===== config.mk =====
export PLATFORM = sky130hd
export DESIGN_NAME = rv_mc_ctrl
export DESIGN_NICKNAME = d
export VERILOG_FILES = /design/src/rtl/rv_pkg.sv /design/src/rtl/rv_alu_dec.sv /design/src/rtl/rv_mc_ctrl.sv
export SDC_FILE = /design/constraint.sdc
export NUM_CORES = 1
export LEC_CHECK = 0
export CAP_MARGIN = 20
export CELL_PAD_IN_SITES_DETAIL_PLACEMENT = 0
export CELL_PAD_IN_SITES_GLOBAL_PLACEMENT = 1
export CORE_UTILIZATION = 19
export DETAILED_ROUTE_END_ITERATION = 12
export GPL_TIMING_DRIVEN = 0
export PLACE_DENSITY_LB_ADDON = 0.08
export SLEW_MARGIN = 25
export SYNTH_ARGS = -nofsm -noshare
export SYNTH_HDL_FRONTEND = slang
export SYNTH_SLANG_ARGS = --single-unit

===== constraint.sdc =====
create_clock -name clk_i -period 2.7 [get_ports clk_i]
set_clock_uncertainty 0.15 [all_clocks]
set_input_delay 0.81 -clock clk_i [delete_from_list [all_inputs] [get_ports clk_i]]
set_output_delay 0.81 -clock clk_i [all_outputs]
set_load 0.02 [all_outputs]

===== src/rtl/rv_pkg.sv =====
// Shared types and encodings for the RV32I multi-cycle control path.
// Select encodings match the datapath mux ordering.
package rv_pkg;

    typedef enum logic [2:0] {
        ST_FETCH  = 3'd0,
        ST_DECODE = 3'd1,
        ST_EXEC   = 3'd2,
        ST_MEM    = 3'd3,
        ST_WB     = 3'd4,
        ST_TRAP   = 3'd5
    } state_e;

    localparam logic [6:0] OPC_OP     = 7'b0110011;
    localparam logic [6:0] OPC_OP_IMM = 7'b0010011;
    localparam logic [6:0] OPC_LOAD   = 7'b0000011;
    localparam logic [6:0] OPC_STORE  = 7'b0100011;
    localparam logic [6:0] OPC_BRANCH = 7'b1100011;
    localparam logic [6:0] OPC_JAL    = 7'b1101111;
    localparam logic [6:0] OPC_JALR   = 7'b1100111;
    localparam logic [6:0] OPC_LUI    = 7'b0110111;
    localparam logic [6:0] OPC_AUIPC  = 7'b0010111;

    typedef enum logic [3:0] {
        ALU_ADD  = 4'd0,
        ALU_SUB  = 4'd1,
        ALU_SLL  = 4'd2,
        ALU_SLT  = 4'd3,
        ALU_SLTU = 4'd4,
        ALU_XOR  = 4'd5,
        ALU_SRL  = 4'd6,
        ALU_SRA  = 4'd7,
        ALU_OR   = 4'd8,
        ALU_AND  = 4'd9
    } alu_op_e;

    typedef enum logic [1:0] {
        PC_PLUS4     = 2'd0,
        PC_ALU       = 2'd1,
        PC_ALU_ALIGN = 2'd2
    } pc_sel_e;

    typedef enum logic [1:0] {
        A_RS1    = 2'd0,
        A_OLD_PC = 2'd1,
        A_ZERO   = 2'd2
    } alu_a_sel_e;

    typedef enum logic [1:0] {
        WB_ALU  = 2'd0,
        WB_LOAD = 2'd1,
        WB_PC4  = 2'd2
    } wb_sel_e;

    function automatic logic is_legal_opcode(input logic [6:0] opc);
        return (opc == OPC_OP)     || (opc == OPC_OP_IMM) || (opc == OPC_LOAD)  ||
               (opc == OPC_STORE)  || (opc == OPC_BRANCH) || (opc == OPC_JAL)   ||
               (opc == OPC_JALR)   || (opc == OPC_LUI)    || (opc == OPC_AUIPC);
    endfunction

endpackage


===== src/rtl/rv_alu_dec.sv =====
// Combinational ALU operation decode from opcode, funct3 and funct7[5].
// Everything other than OP / OP-IMM uses the adder (address and PC arithmetic).
module rv_alu_dec
    import rv_pkg::*;
(
    input  logic [6:0] opcode,
    input  logic [2:0] funct3,
    input  logic       funct7_5,
    output alu_op_e    alu_op
);

    always_comb begin
        alu_op = ALU_ADD;
        if (opcode == OPC_OP || opcode == OPC_OP_IMM) begin
            case (funct3)
                3'b000:  alu_op = (opcode == OPC_OP && funct7_5) ? ALU_SUB : ALU_ADD;
                3'b001:  alu_op = ALU_SLL;
                3'b010:  alu_op = ALU_SLT;
                3'b011:  alu_op = ALU_SLTU;
                3'b100:  alu_op = ALU_XOR;
                3'b101:  alu_op = funct7_5 ? ALU_SRA : ALU_SRL;
                3'b110:  alu_op = ALU_OR;
                default: alu_op = ALU_AND;
            endcase
        end
    end

endmodule


===== src/rtl/rv_mc_ctrl.sv =====
// Multi-cycle RV32I control unit: FETCH/DECODE/EXEC/MEM/WB sequencer with a sticky TRAP.
// Control outputs are combinational from state and the instruction register.
module rv_mc_ctrl
    import rv_pkg::*;
#(
    parameter int DATAWIDTH = 32
) (
    input  logic                 clk_i,
    input  logic                 rst_ni,
    input  logic [DATAWIDTH-1:0] instrcode_i,
    input  logic                 imem_ready_i,
    input  logic                 dmem_ready_i,
    input  logic                 branch_taken_i,
    output logic                 imem_req_o,
    output logic                 ir_we_o,
    output logic                 pc_we_o,
    output logic [1:0]           pc_sel_o,
    output logic [1:0]           alu_a_sel_o,
    output logic                 alu_b_sel_o,
    output logic [3:0]           alu_op_o,
    output logic                 dmem_req_o,
    output logic                 dmem_we_o,
    output logic                 rf_we_o,
    output logic [1:0]           wb_sel_o,
    output logic                 illegal_o
);

    state_e     state_reg;
    state_e     state_next;
    logic [6:0] opcode;
    alu_op_e    dec_op;
    logic       unused_instr_bits;

    assign opcode            = instrcode_i[6:0];
    assign unused_instr_bits = ^{instrcode_i[DATAWIDTH-1:31], instrcode_i[29:15], instrcode_i[11:7]};

    rv_alu_dec u_alu_dec (
        .opcode   (opcode),
        .funct3   (instrcode_i[14:12]),
        .funct7_5 (instrcode_i[30]),
        .alu_op   (dec_op)
    );

    always_ff @(posedge clk_i or negedge rst_ni) begin
        if (!rst_ni) begin
            state_reg <= ST_FETCH;
        end else begin
            state_reg <= state_next;
        end
    end

    always_comb begin
        state_next = state_reg;
        case (state_reg)
            ST_FETCH:  if (imem_ready_i) state_next = ST_DECODE;
            ST_DECODE: state_next = is_legal_opcode(opcode) ? ST_EXEC : ST_TRAP;
            ST_EXEC: begin
                if (opcode == OPC_LOAD || opcode == OPC_STORE) begin
                    state_next = ST_MEM;
                end else if (opcode == OPC_BRANCH) begin
                    state_next = ST_FETCH;
                end else begin
                    state_next = ST_WB;
                end
            end
            ST_MEM: begin
                if (dmem_ready_i) state_next = (opcode == OPC_LOAD) ? ST_WB : ST_FETCH;
            end
            ST_WB:   state_next = ST_FETCH;
            ST_TRAP: state_next = ST_TRAP;
            default: state_next = ST_FETCH;
        endcase
    end

    // Gated by rst_ni so every output is 0 while reset is held, even though state reads FETCH.
    always_comb begin
        imem_req_o  = 1'b0;
        ir_we_o     = 1'b0;
        pc_we_o     = 1'b0;
        pc_sel_o    = PC_PLUS4;
        alu_a_sel_o = A_RS1;
        alu_b_sel_o = 1'b0;
        alu_op_o    = ALU_ADD;
        dmem_req_o  = 1'b0;
        dmem_we_o   = 1'b0;
        rf_we_o     = 1'b0;
        wb_sel_o    = WB_ALU;
        illegal_o   = 1'b0;
        if (rst_ni) begin
            case (state_reg)
                ST_FETCH: begin
                    imem_req_o = 1'b1;
                    if (imem_ready_i) begin
                        ir_we_o = 1'b1;
                        pc_we_o = 1'b1;
                    end
                end
                ST_EXEC, ST_MEM: begin
                    // ALU selects held identical in MEM so the address stays stable.
                    alu_op_o = dec_op;
                    case (opcode)
                        OPC_OP:  alu_b_sel_o = 1'b0;
                        OPC_LUI: begin
                            alu_a_sel_o = A_ZERO;
                            alu_b_sel_o = 1'b1;
                        end
                        OPC_AUIPC, OPC_BRANCH, OPC_JAL: begin
                            alu_a_sel_o = A_OLD_PC;
                            alu_b_sel_o = 1'b1;
                        end
                        default: alu_b_sel_o = 1'b1;
                    endcase
                    if (state_reg == ST_EXEC) begin
                        if ((opcode == OPC_BRANCH && branch_taken_i) || opcode == OPC_JAL) begin
                            pc_we_o  = 1'b1;
                            pc_sel_o = PC_ALU;
                        end else if (opcode == OPC_JALR) begin
                            pc_we_o  = 1'b1;
                            pc_sel_o = PC_ALU_ALIGN;
                        end
                    end else begin
                        dmem_req_o = 1'b1;
                        dmem_we_o  = (opcode == OPC_STORE);
                    end
                end
                ST_WB: begin
                    rf_we_o = 1'b1;
                    if (opcode == OPC_LOAD) begin
                        wb_sel_o = WB_LOAD;
                    end else if (opcode == OPC_JAL || opcode == OPC_JALR) begin
                        wb_sel_o = WB_PC4;
                    end
                end
                ST_TRAP: illegal_o = 1'b1;
                default: ;
            endcase
        end
    end

endmodule


==> impl_metrics.env <==
export IMPL_status="finished, violations left"
export IMPL_violations="negative setup slack"
export IMPL_htree_levels=1
export IMPL_power_density_mw_per_mm2=345
export IMPL_worstPathArrival_ns=1.91
export IMPL_synth_top_area_frac=0.123
export IMPL_synth_compound_area_frac=0.265
export IMPL_syn_instance_count=94
export IMPL_fin_crit_ns=2.87
export IMPL_die_x_microns=58.6
export IMPL_vias=859
export IMPL_path_max_fanout=4
export IMPL_io_pins=55
export IMPL_leakage_uw=0.000480
export IMPL_synthMuxAreaShare=0.0165
export IMPL_slowest_stage="or3b_4"
export IMPL_drt_first_pass_iters=4
export IMPL_finalCritPeriodShare=1.06
export IMPL_cts_buffers=3
export IMPL_finalSetupViolCount=9
export IMPL_synth_cell_types=39
export IMPL_endpoint_kind="output port"
export IMPL_finalMaxSlewViolations=0
export IMPL_clock_latency_ns=0.23
export IMPL_worst_slack_ns=-0.171
export IMPL_cts_hold_buf=0
export IMPL_slowest_delay_ns=0.42
export IMPL_vias_per_cell=4.72
export IMPL_yosys_register_bits=3
export IMPL_clk_pin_slew_ns=0.04
export IMPL_start_kind="primary input"
export IMPL_die_h_microns=58.6
export IMPL_drive_above_1_share=0.420
export IMPL_final_cells=182
export IMPL_crit_chain="buf_8, or3b_4, nor2_4, nand3_4, nor3_2, buf_4"
export IMPL_layout_common_cells="buf_4, nand2_1, nor2_1, nor3_2, dlygate4sd2_1"
export IMPL_hpwlAfterDp_microns=1670
export IMPL_n_antenna_cell=0
export IMPL_synth_area_top_cells="dfrtp_1, nor3_1, nand2_1, nor2_1, a21oi_1"
export IMPL_die_area_sq_mm=0.00343
export IMPL_synth_top_family_by_area="simple AND/OR/NAND/NOR gates"
export IMPL_num_rows=20
export IMPL_rsz0062_at_grt="true"
export IMPL_startpoint="instrcode_i[3]"
export IMPL_avgSynthCellArea_sq_um=6.47
export IMPL_yosys_area_top_type="dfrtp_1"
export IMPL_drc=0
export IMPL_synthXorXnorAreaFrac=0
export IMPL_clock_sinks=3
export IMPL_initial_core_util=0.199
export IMPL_rr_worst_depth=4
export IMPL_max_freq_mhz=348
export IMPL_final_common_cell="buf_4"
export IMPL_grt_pass1_vias=772
export IMPL_whs_ns=0.219
export IMPL_relSlewSlack=0.745
export IMPL_largest_reg_flops=3
export IMPL_hold_viol_final=0
export IMPL_hp_class="in2async"
export IMPL_reg2reg_from="state_reg[2]"
export IMPL_gp_congestion=0.762
export IMPL_cts_path_max_buffers=2
export IMPL_dpl_cell_count=169
export IMPL_synth_simple_area_share=0.512
export IMPL_port_buffer_count=31
export IMPL_r2r_setup_slack_ns=1.28
export IMPL_maxCapViolations=0
export IMPL_grt_total_usage=0.137
export IMPL_first_iter_violations=26
export IMPL_synth_edf_count=0
export IMPL_antenna_found_initial=0
export IMPL_wl_per_cell_microns=12.3
export IMPL_ys_flop_type="dfrtp_1"
export IMPL_synth_seq_area_share=0.123
export IMPL_worstMarginPinSlew_ns=0.382
export IMPL_peakVddDrop_v=0.000365
export IMPL_area_delta_synth_final_pct=81.7
export IMPL_wl_microns=2240
export IMPL_setup_tns_ns=-0.726
export IMPL_nets=176
export IMPL_synth_adder_area_share=0
export IMPL_syn_cell_area_sq_um=608
export IMPL_cp_required_ns=1.74
export IMPL_r2r_end="state_reg[2]"
export IMPL_synth_nets=131
export IMPL_yosysWarnings=0
export IMPL_ant_nets=0
export IMPL_cts_root_buf="clkbuf_4"
export IMPL_grt_max_degree=11
export IMPL_grt_first_pass_wirelength_microns=3640
export IMPL_fp_coreArea_sq_mm=0.00305
export IMPL_async_flop_share=1.00
export IMPL_nFillCells=358
export IMPL_overflow=0
export IMPL_fin_util=0.362
export IMPL_cts_tree="built"
export IMPL_path_class="in2out"
[cell families after synthesis]
logic type / count (synthesis)
muxes: 1
DFF: 3
and+or+nand+nor: 56
buffers and inverters: 11
AOI/OAI and AO/OA: 23
[worst max-delay path by stage]
stage,end,depth (start not counted)
global placement,alu_op_o[0],6
floorplan,dmem_we_o,4
CTS,alu_op_o[0],6
global route,alu_op_o[0],6
finish,alu_op_o[0],6
detailed placement,alu_op_o[0],6
[power breakdown]
part	leakage [uW]	total, uW	switching, uW	internal [uW]
Sequential	0.0000333	81.7	20.6	61.1
Combinational	0.000432	221	131	89.7
Clock	0.0000150	78.9	23.6	55.4
Total	0.000480	381	175	206
[layer usage]
layer,part of all wire,wire (microns),vias up,track usage
li1,-,-,446,-
met1,0.52,1160,387,0.211
met2,0.41,928,26,0.199
met3,0.067,149,0,0.0330
met4,0,0,0,0.0102
met5,0,0,-,0
[Yosys cell counts, types with 2 or more instances]
cell type	n
nor2b_1	2
nand4_1	2
buf_4	2
nand3_1	2
nand3b_1	2
inv_2	2
and4bb_1	2
o21ai_0	4
nand2_1	12
inv_1	5
nor2_1	11
dfrtp_1	3
a21oi_1	5
a31oi_1	3
nor4_1	2
and3_1	3
nor3_1	10
[metrics by stage]
stage	cell area, sq um	worst slack (ns)	total power, uW
after CTS	1070	-0.183	380
final	1100	-0.171	381
after global routing	1100	-0.220	420
after global placement	1010	-1.20	301
after floorplan	641	-0.0904	209
after detailed placement	1010	-1.21	299
[area by class of cell]
type / instances / area, sq um / area share
inverters: 7 / 28.8 / 0.0260
clock buffers: 4 / 26.3 / 0.0238
flip-flops and latches: 3 / 76.3 / 0.0691
well taps: 44 / 55.1 / 0.0498
plain buffers: 4 / 37.5 / 0.0340
repair buffers: 40 / 333 / 0.301
multi-input cells: 80 / 548 / 0.496
[worst max-delay path: cells and delay by family]
kind                   cells  cell delay, ns
buffers and inverters      2            0.26
and+or+nand+nor            4            0.85
[timing repair]
item	CTS	global route
buffers inserted	5	4
gates resized for setup	118	9
endpoints found under the setup margin	18	16
pin swaps	10	9
No activity file was read; power rests on OpenSTA's default activity.
